File: src/rtl/ts_pkg.sv
// Shared TS arbitration constants and the arbiter state encoding.
package ts_pkg;
  localparam logic [7:0]  TS_SYNC_BYTE = 8'h47;
  localparam int unsigned TS_PKT_LEN   = 188;
  localparam int unsigned NUM_CH       = 4;

  typedef enum logic {IDLE, FWD} state_t;
endpackage

File: src/rtl/rr_arbiter4.sv
// Combinational 4-way rotating-priority pick: first request at or after i_ptr wins.
module rr_arbiter4 (
  input  logic [3:0] i_req,
  input  logic [1:0] i_ptr,
  output logic       o_grant_valid,
  output logic [1:0] o_grant_idx
);
  logic [1:0] w_idx;
  logic       w_found;

  always_comb begin
    o_grant_valid = |i_req;
    o_grant_idx   = i_ptr;
    w_found       = 1'b0;
    w_idx         = i_ptr;
    for (int unsigned i = 0; i < 4; i++) begin
      w_idx = i_ptr + i[1:0];
      if (!w_found && i_req[w_idx]) begin
        w_found     = 1'b1;
        o_grant_idx = w_idx;
      end
    end
  end
endmodule

File: src/rtl/ts_packet_arbiter.sv
// Packet-granular round-robin arbiter merging four sync-recovered TS channels
// into one stream; losing packet starts are counted per channel.
module ts_packet_arbiter
  import ts_pkg::*;
#(
  parameter int unsigned PKT_LEN     = TS_PKT_LEN,
  parameter int unsigned TIMEOUT_CYC = 1024,
  parameter int unsigned CNT_W       = 16
) (
  input  logic                 clk,
  input  logic                 rst,
  input  logic [3:0]           ch_en,
  input  logic [3:0]           sync_in,
  input  logic [3:0]           valid_in,
  input  logic [31:0]          byte_in,
  output logic [7:0]           byte_out,
  output logic                 valid_out,
  output logic                 sync_out,
  output logic [1:0]           ch_sel,
  output logic                 busy,
  output logic                 trunc_err,
  output logic                 timeout_err,
  output logic [4*CNT_W-1:0]   drop_cnt
);
  localparam int unsigned IDLE_W = (TIMEOUT_CYC > 2) ? $clog2(TIMEOUT_CYC) : 1;

  state_t             r_state, w_state_nx;
  logic [1:0]         r_rr_ptr, w_rr_ptr_nx;
  logic [7:0]         r_byte_cnt, w_byte_cnt_nx;
  logic [IDLE_W-1:0]  r_idle_cnt, w_idle_cnt_nx;
  logic [7:0]         r_byte_out, w_byte_out_nx;
  logic               r_valid_out, w_valid_out_nx;
  logic               r_sync_out, w_sync_out_nx;
  logic [1:0]         r_ch_sel, w_ch_sel_nx;
  logic               r_trunc_err, w_trunc_err_nx;
  logic               r_timeout_err, w_timeout_err_nx;
  logic [CNT_W-1:0]   r_drop_cnt [NUM_CH];
  logic [3:0]         w_drop_inc;

  logic [3:0]         w_req;
  logic               w_grant_valid;
  logic [1:0]         w_grant_idx;
  logic               w_g_valid;
  logic               w_g_sync;
  logic [7:0]         w_g_byte;
  logic [7:0]         w_win_byte;

  assign w_req      = sync_in & valid_in & ch_en;
  assign w_g_valid  = valid_in[r_ch_sel];
  assign w_g_sync   = sync_in[r_ch_sel];
  assign w_g_byte   = byte_in[{r_ch_sel, 3'b000} +: 8];
  assign w_win_byte = byte_in[{w_grant_idx, 3'b000} +: 8];

  rr_arbiter4 u_rr (
    .i_req         (w_req),
    .i_ptr         (r_rr_ptr),
    .o_grant_valid (w_grant_valid),
    .o_grant_idx   (w_grant_idx)
  );

  always_comb begin
    w_state_nx       = r_state;
    w_rr_ptr_nx      = r_rr_ptr;
    w_byte_cnt_nx    = r_byte_cnt;
    w_idle_cnt_nx    = r_idle_cnt;
    w_byte_out_nx    = r_byte_out;
    w_valid_out_nx   = 1'b0;
    w_sync_out_nx    = 1'b0;
    w_ch_sel_nx      = r_ch_sel;
    w_trunc_err_nx   = 1'b0;
    w_timeout_err_nx = 1'b0;
    w_drop_inc       = '0;
    unique case (r_state)
      IDLE: begin
        if (w_grant_valid) begin
          w_byte_out_nx  = w_win_byte;
          w_valid_out_nx = 1'b1;
          w_sync_out_nx  = 1'b1;
          w_ch_sel_nx    = w_grant_idx;
          w_byte_cnt_nx  = 8'd1;
          w_idle_cnt_nx  = '0;
          w_state_nx     = FWD;
          w_drop_inc     = w_req & ~(4'd1 << w_grant_idx);
        end
      end
      FWD: begin
        // Every other requester loses, including on the last-byte cycle.
        w_drop_inc = w_req & ~(4'd1 << r_ch_sel);
        if (w_g_valid) begin
          w_byte_out_nx  = w_g_byte;
          w_valid_out_nx = 1'b1;
          w_idle_cnt_nx  = '0;
          if (w_g_sync) begin
            w_sync_out_nx  = 1'b1;
            w_trunc_err_nx = 1'b1;
            w_byte_cnt_nx  = 8'd1;
          end else begin
            w_byte_cnt_nx = r_byte_cnt + 8'd1;
            if (r_byte_cnt == 8'(PKT_LEN - 1)) begin
              w_state_nx  = IDLE;
              w_rr_ptr_nx = r_ch_sel + 2'd1;
            end
          end
        end else if (r_idle_cnt == IDLE_W'(TIMEOUT_CYC - 1)) begin
          w_timeout_err_nx = 1'b1;
          w_idle_cnt_nx    = '0;
          w_state_nx       = IDLE;
          w_rr_ptr_nx      = r_ch_sel + 2'd1;
        end else begin
          w_idle_cnt_nx = r_idle_cnt + 1'b1;
        end
      end
      default: w_state_nx = IDLE;
    endcase
  end

  always_ff @(posedge clk) begin
    if (rst) begin
      r_state       <= IDLE;
      r_rr_ptr      <= '0;
      r_byte_cnt    <= '0;
      r_idle_cnt    <= '0;
      r_byte_out    <= '0;
      r_valid_out   <= 1'b0;
      r_sync_out    <= 1'b0;
      r_ch_sel      <= '0;
      r_trunc_err   <= 1'b0;
      r_timeout_err <= 1'b0;
    end else begin
      r_state       <= w_state_nx;
      r_rr_ptr      <= w_rr_ptr_nx;
      r_byte_cnt    <= w_byte_cnt_nx;
      r_idle_cnt    <= w_idle_cnt_nx;
      r_byte_out    <= w_byte_out_nx;
      r_valid_out   <= w_valid_out_nx;
      r_sync_out    <= w_sync_out_nx;
      r_ch_sel      <= w_ch_sel_nx;
      r_trunc_err   <= w_trunc_err_nx;
      r_timeout_err <= w_timeout_err_nx;
    end
  end

  always_ff @(posedge clk) begin
    for (int unsigned i = 0; i < NUM_CH; i++) begin
      if (rst) begin
        r_drop_cnt[i] <= '0;
      end else if (w_drop_inc[i] && (r_drop_cnt[i] != '1)) begin
        r_drop_cnt[i] <= r_drop_cnt[i] + 1'b1;
      end
    end
  end

  always_comb begin
    drop_cnt = '0;
    for (int unsigned i = 0; i < NUM_CH; i++) begin
      drop_cnt[CNT_W*i +: CNT_W] = r_drop_cnt[i];
    end
  end

  assign byte_out    = r_byte_out;
  assign valid_out   = r_valid_out;
  assign sync_out    = r_sync_out;
  assign ch_sel      = r_ch_sel;
  assign busy        = (r_state == FWD);
  assign trunc_err   = r_trunc_err;
  assign timeout_err = r_timeout_err;
endmodule
File: config.mk
export PLATFORM = sky130hd
export DESIGN_NAME = ts_packet_arbiter
export DESIGN_NICKNAME = d
export VERILOG_FILES = /design/src/rtl/ts_pkg.sv /design/src/rtl/rr_arbiter4.sv /design/src/rtl/ts_packet_arbiter.sv
export SDC_FILE = /design/constraint.sdc
export NUM_CORES = 1
export LEC_CHECK = 0
export BUFFER_PORTS_ARGS = -buffer_cell sky130_fd_sc_hd__buf_2
export CAP_MARGIN = 15
export CORE_ASPECT_RATIO = 1.1
export CORE_MARGIN = 8
export CORE_UTILIZATION = 45
export CTS_CLUSTER_DIAMETER = 40
export DETAILED_ROUTE_END_ITERATION = 7
export PLACE_DENSITY = 0.65
export SLEW_MARGIN = 20
export SYNTH_ARGS = -nofsm -noshare
export SYNTH_HDL_FRONTEND = slang
export SYNTH_SLANG_ARGS = --single-unit
File: constraint.sdc
create_clock -name clk -period 3.09 [get_ports clk]
set_input_delay 0.1545 -clock clk [delete_from_list [all_inputs] [get_ports clk]]
set_output_delay 0.1545 -clock clk [all_outputs]
set_load 0.005 [all_outputs]
* After elaboration in Yosys (flattened, before gate mapping)
Memories as Yosys holds them, arrays and structs flattened.
Index checks and enable logic that the tools add are counted.
** Cells by class
- $add $sub $neg :: 10
- Magnitude comparators :: 5
- Eq/ne operators :: 10
- Shifts and indexed selects :: 4
- Multiplexer cells :: 65
- Bitwise logic cells :: 11
- Reductions and logical operators :: 17
** Operators by type and width (count)
- $add 16x1->16 const B :: 4
- $mux 16 :: 4
- $ne 16x16->1 const B :: 4
- $shiftx 32x6->8 :: 2
- $mux 8 :: 5
- $mux 1 :: 32
- $pmux 8 s2 :: 2
- $mux 10 :: 3
- $pmux 10 s2 :: 1
- $and 4x4->4 :: 4
- $lt 2x3->1 const B :: 5
- $mux 2 :: 7
- $bmux 1 s2 :: 6
- $add 10x1->10 const B :: 1
- $eq 10x10->1 const B :: 1
- $add 8x1->8 const B :: 1
- $eq 8x8->1 const B :: 1
- $not 4->4 :: 2
- $pmux 4 s2 :: 1
- $shl 1x2->4 const A :: 2
- $logic_and 1x1->1 :: 7
- $ne 2x1->1 const B :: 3
- $pmux 1 s2 :: 3
- $add 2x1->2 const B :: 2
- 12 further kinds :: 19
** Storage, ports and cells
- Register bits after elaboration :: 35
- RAM bits :: 64
- Output and inout bits :: 79
- Memories kept :: 1
** Memories
- r_drop_cnt :: words 4, bits a word 16, rd ports 4, clocked after memory_dff 0, write ports 4, RTL line ts_packet_arbiter.sv:37 : logic [CNT_W-1:0] r_drop_cnt [NUM_CH];

* Longest topological paths before layout
- Depth after elaboration :: 24
- Depth in mapped cells :: 9

* By module
A second synthesis with hierarchy kept.
** Second synthesis, totals
- Cells, all modules :: 543
- Area, all modules :: 5550.3 um^2
** By module, submodules not included
- ts_packet_arbiter :: instances 1, cells each 527, area each 5454.0 um^2
- rr_arbiter4 :: instances 1, cells each 16, area each 96.3 um^2

* Worst setup path before layout
OpenSTA, ideal clock, no wires.
- Kind :: register -> register
- Start :: memory r_drop_cnt[3][0]
- End :: memory r_drop_cnt[3][0], enable pin
- Setup time :: 411 ps
- Arrival :: 2307 ps
- Data required time :: 2679 ps
- Path slack :: 371 ps
- Stages on the path, launching flop included :: 7
- Path buffers :: 1
- Clock period less this slack :: 2719 ps
- Cell sequence :: edfxtp_1 > ha_1 > nand2_1 > or2_2 > clkbuf_1 > o31ai_1 > o21ai_0
** RTL lines (RTL line)
- start: declaration :: ts_packet_arbiter.sv:37

* Worst setup path in the final report
- Start :: register r_idle_cnt[0]
- End :: register r_idle_cnt[5]
** Between the ends
- Word-level cells in the longest chain between the ends :: 4
- Elaborated cells on any way between the ends :: 5
- Those cells by class :: 1 x add/sub; 1 x eq/ne; 3 x mux
** Ends and longest elaborated chain
- start: declaration :: RTL line ts_packet_arbiter.sv:30 : logic [IDLE_W-1:0] r_idle_cnt, w_idle_cnt_nx;
- start signal: assignment :: RTL line ts_packet_arbiter.sv:133 : r_idle_cnt <= w_idle_cnt_nx;
- $add 10x1->10 or $eq 10x10->1 (tied branches) :: RTL line ts_packet_arbiter.sv:110, ts_packet_arbiter.sv:104
- $mux 10 * :: RTL line ts_packet_arbiter.sv:104 : end else if (r_idle_cnt == IDLE_W'(TIMEOUT_CYC - 1)) begin
- $mux 10 * :: RTL line ts_packet_arbiter.sv:89 : if (w_g_valid) begin
- $pmux 10 s2 * :: RTL line ts_packet_arbiter.sv:73 : unique case (r_state)
Every way passes the cells marked *; elsewhere a longest branch is shown, timed or not.
A chain may end at the register's enable or synchronous reset.

==> PnR_summary.wiki <==
{| class="wikitable"
! Metric !! Value
|-
| Diode insertion count for antenna repair || 0
|-
| First-iteration detailed-routing DRC count || 282
|-
| Final layout net count || 726
|-
| Sum of routed wire length over all layers || 13000 um
|-
| Ports placed on the boundary || 125
|-
| Starting density of the core || 46.3%
|-
| Required @ worst endpoint || 3.31 ns
|-
| FF+latch count, synth || 99
|-
| Setup Slack @ Placement || 0.626 ns
|-
| Critical Path Start Type || flop
|-
| Overall Global Routing Usage || 17.0%
|-
| Level count of the clock H-tree || 3
|-
| Setup repair after global routing missed its margin || no
|-
| Internal Pwr Total || 2.19 mW
|-
| Total leakage power || 2.58 nW
|-
| Class of the most critical setup path || reg -> reg
|-
| Number of iterations in the first detailed-routing pass || 5
|-
| Root cell of the clock tree || sky130_fd_sc_hd__clkbuf_16
|-
| Time the worst path needs with I/O delays and setup || 2.35 ns
|-
| Cell taking the most area after synthesis || sky130_fd_sc_hd__edfxtp_1
|-
| Number of flops mapped to enable cells by yosys || 64
|-
| Post-synthesis async set-or-reset flop share || 0%
|-
| Site row count || 41
|-
| DP HPWL || 9910 um
|-
| Wire length of the first global-routing pass || 21500 um
|-
| Transition time at the pin with the least slew margin || 0.616 ns
|-
| Cells after synthesis || 546
|-
| Part of the cycle the worst path needs || 76.0%
|-
| Buffers on Ports || 124
|-
| CP Cell Sequence || ha_1, nand3_1, nor3_1, and3_1, or3_1, nor2_1, o21ai_0, o41ai_2
|-
| Net switching component of the power || 0.731 mW
|-
| Kind of path behind the tightest hold check || in -> reg
|-
| Via Count || 4426
|-
| Share of cells above drive strength 1 || 24.4%
|-
| Critical path's slowest cell || sky130_fd_sc_hd__nor3_1
|-
| Sequential power share || 53.4%
|-
| Top cell type's share of synthesized area || 36.0%
|-
| Vias per std cell || 5.36
|-
| Sink count of the clock tree || 99
|-
| Max Fclk || 426 MHz
|-
| Worst Setup End Kind || flop
|-
| Outcome || finished clean
|-
| Arrival @ worst endpoint || 2.57 ns
|-
| Synth Cell Area || 0.00534 mm^2
|-
| Number of gates given a new drive strength after cts || 0
|-
| CTS tree || yes
|-
| Total global routing overflow || 0
|-
| Synthesis Warnings || 0
|-
| Portion of total power attributed to combinational logic || 12.4%
|-
| Fraction of power consumed by the clock network || 34.2%
|-
| Cts bufs inserted || 9
|-
| Remaining max-slew budget at the tightest pin || 58.6%
|-
| Number of nets with antenna violations after routing || 0
|-
| Largest net degree at the start of global routing || 29
|-
| Final count of negative-setup-slack endpoints || 0
|-
| Area growth from synthesis to layout || 18.9%
|-
| Horiz. Die Dim || 120 um
|-
| GP Congestion || 0.853
|-
| Maximum root-to-sink buffer count || 2
|-
| Average footprint of a synthesized cell || 9.79 um^2
|-
| Power per cell area || 459 mW/mm^2
|-
| Clock Latency Late Sink || 0.34 ns
|-
| VDD IR-drop max || 385 uV
|-
| Share of total power consumed by net switching || 25.1%
|-
| Clock skew || 0.00623 ns
|-
| Clock transition time at the flip-flop clock pins of the worst setup and hold paths || 0.07 ns
|-
| Worst-path fanout max || 10
|-
| Average wire length per cell after detail routing || 15.8 um
|-
| Worst hold margin || 0.157 ns
|-
| Max-Cap Viols || 0
|-
| Area of the die || 0.0156 mm^2
|-
| Most common cell after layout, fill and taps aside || sky130_fd_sc_hd__buf_2
|-
| Non-filler instance count after layout || 825
|-
| Sequential cell area fraction in the yosys report || 49.1%
|-
| Worst path setup slack after routing || 0.740 ns
|-
| Number of distinct library cell variants in the gate-level netlist after synthesis || 57
|-
| Total negative slack for setup checks || 0 ns
|-
| Cell types occupying the most area after synthesis || sky130_fd_sc_hd__edfxtp_1 36%, sky130_fd_sc_hd__dfxtp_1 13%, sky130_fd_sc_hd__nor2_1 7.9%
|-
| Max stage delay on crit path || 0.41 ns
|-
| Number of placed instances with taps included || 809
|-
| DRC Markers || 0
|-
| Total power consumption of the routed design || 2.92 mW
|-
| Area of the core || 0.0115 mm^2
|-
| Hold buffer count at cts || 0
|-
| Vias in the first global route || 4432
|-
| Number of antenna violations at the first check in global routing || 0
|-
| Die H || 130 um
|-
| Post-CTS Setup Inserts || 0
|-
| Final-report max-slew violation count || 0
|-
| Commonest cells after routing, fill and taps aside || 124 x sky130_fd_sc_hd__buf_2, 113 x sky130_fd_sc_hd__nor2_1, 64 x sky130_fd_sc_hd__edfxtp_1
|-
| Synth Net Count || 602
|-
| Final-report hold violation count || 0
|-
| Most common flop cell mapped by yosys || sky130_fd_sc_hd__edfxtp_1
|}
[synth_stat cells (2+ instances only)]
cell type and n:
sky130_fd_sc_hd__clkbuf_1 8, sky130_fd_sc_hd__nand2_1 41, sky130_fd_sc_hd__edfxtp_1 64, sky130_fd_sc_hd__and2_1 6, sky130_fd_sc_hd__nand4_1 10, sky130_fd_sc_hd__or3_1 6, sky130_fd_sc_hd__o21ai_0 19, sky130_fd_sc_hd__mux2_2 9
sky130_fd_sc_hd__a22oi_1 2, sky130_fd_sc_hd__nor3b_1 3, sky130_fd_sc_hd__a311oi_1 2, sky130_fd_sc_hd__nor2b_1 2, sky130_fd_sc_hd__or2_2 2, sky130_fd_sc_hd__xor2_1 39, sky130_fd_sc_hd__inv_1 11, sky130_fd_sc_hd__o21ai_1 2
sky130_fd_sc_hd__buf_2 4, sky130_fd_sc_hd__a21o_1 2, sky130_fd_sc_hd__ha_1 10, sky130_fd_sc_hd__o2111ai_1 2, sky130_fd_sc_hd__and3_1 18, sky130_fd_sc_hd__and4_1 3, sky130_fd_sc_hd__nor2_1 113, sky130_fd_sc_hd__xnor2_1 18
sky130_fd_sc_hd__mux2i_1 10, sky130_fd_sc_hd__buf_6 3, sky130_fd_sc_hd__nor3_1 8, sky130_fd_sc_hd__a221o_1 7, sky130_fd_sc_hd__dfxtp_1 35, sky130_fd_sc_hd__a21oi_1 17, sky130_fd_sc_hd__nand2b_1 3, sky130_fd_sc_hd__nand3_1 40
sky130_fd_sc_hd__o41ai_2 2, sky130_fd_sc_hd__o31ai_1 2
[sequential cells by signal, indices dropped and copies added, names as in the netlist]
| register | cells |
|---|---|
| timeout_err | 1 |
| valid_out | 1 |
| r_byte_cnt | 8 |
| byte_out | 8 |
| trunc_err | 1 |
| ch_sel | 2 |
| busy | 1 |
| sync_out | 1 |
| r_rr_ptr | 2 |
| r_idle_cnt | 10 |
| r_drop_cnt | 64 |
[final timing paths]
check                           slack [ns]                         end  cells after the start                        from
worst max register to register        0.74  r_idle_cnt[5]$_SDFFE_PP0P_                      8  r_idle_cnt[0]$_SDFFE_PP0P_
worst min register to register        0.49    byte_out[2]$_SDFFE_PP0P_                      1    byte_out[2]$_SDFFE_PP0P_
worst max-delay path                  0.74  r_idle_cnt[5]$_SDFFE_PP0P_                      8  r_idle_cnt[0]$_SDFFE_PP0P_
worst min-delay path                  0.16    byte_out[3]$_SDFFE_PP0P_                      4                 byte_in[27]
[power groups by stage]
stage	Sequential, mW	Combinational (mW)	Clock, mW
global placement	1.58	0.361	0
global route	1.57	0.402	1.08
finish	1.56	0.363	0.996
CTS	1.56	0.369	1.03
floorplan	1.58	0.205	0
detailed placement	1.59	0.366	0
[kinds of logic after synthesis]
family	count (synthesis)	share of synthesized area [%]
buffers and inverters	28	2.58
and+or+nand+nor	263	23.1
DFF	99	49.1
adders and majority gates	10	2.34
AOI/OAI and AO/OA	68	8.90
xor gates and xnor gates	57	9.34
muxes	21	4.68
[per-layer routing]
layer	routed length, um	global-route usage, %	vias to the layer above
met5	0	0	-
met1	5830	20.8	2114
met3	603	3.50	15
li1	-	-	2196
met2	6380	28.8	101
met4	227	6.69	0
[per-stage QoR]
step / util (%) / area, um^2
global placement: 52.8 / 6100
CTS: 55.1 / 6350
global route: 55.1 / 6350
finish: 55.1 / 6350
detailed placement: 52.8 / 6100
floorplan: - / 5340
[layout make-up]
type / count / area [um^2]
Fill cell: 1064 / 5190
Sequential cell: 99 / 2620
Multi-Input combinational cell: 419 / 2580
Timing Repair Buffer: 130 / 666
Clock buffer: 12 / 236
Tap cell: 150 / 188
Inverter: 11 / 41.3
Clock inverter: 4 / 18.8
[worst max-delay path, delay by kind of cell (launching register included)]
kind | cells | cell delay (ns)
compound gates | 2 | 0.34
simple gates | 5 | 1.26
flops | 1 | 0.40
fa+ha+maj | 1 | 0.23
(Power assumes the default switching activity.)
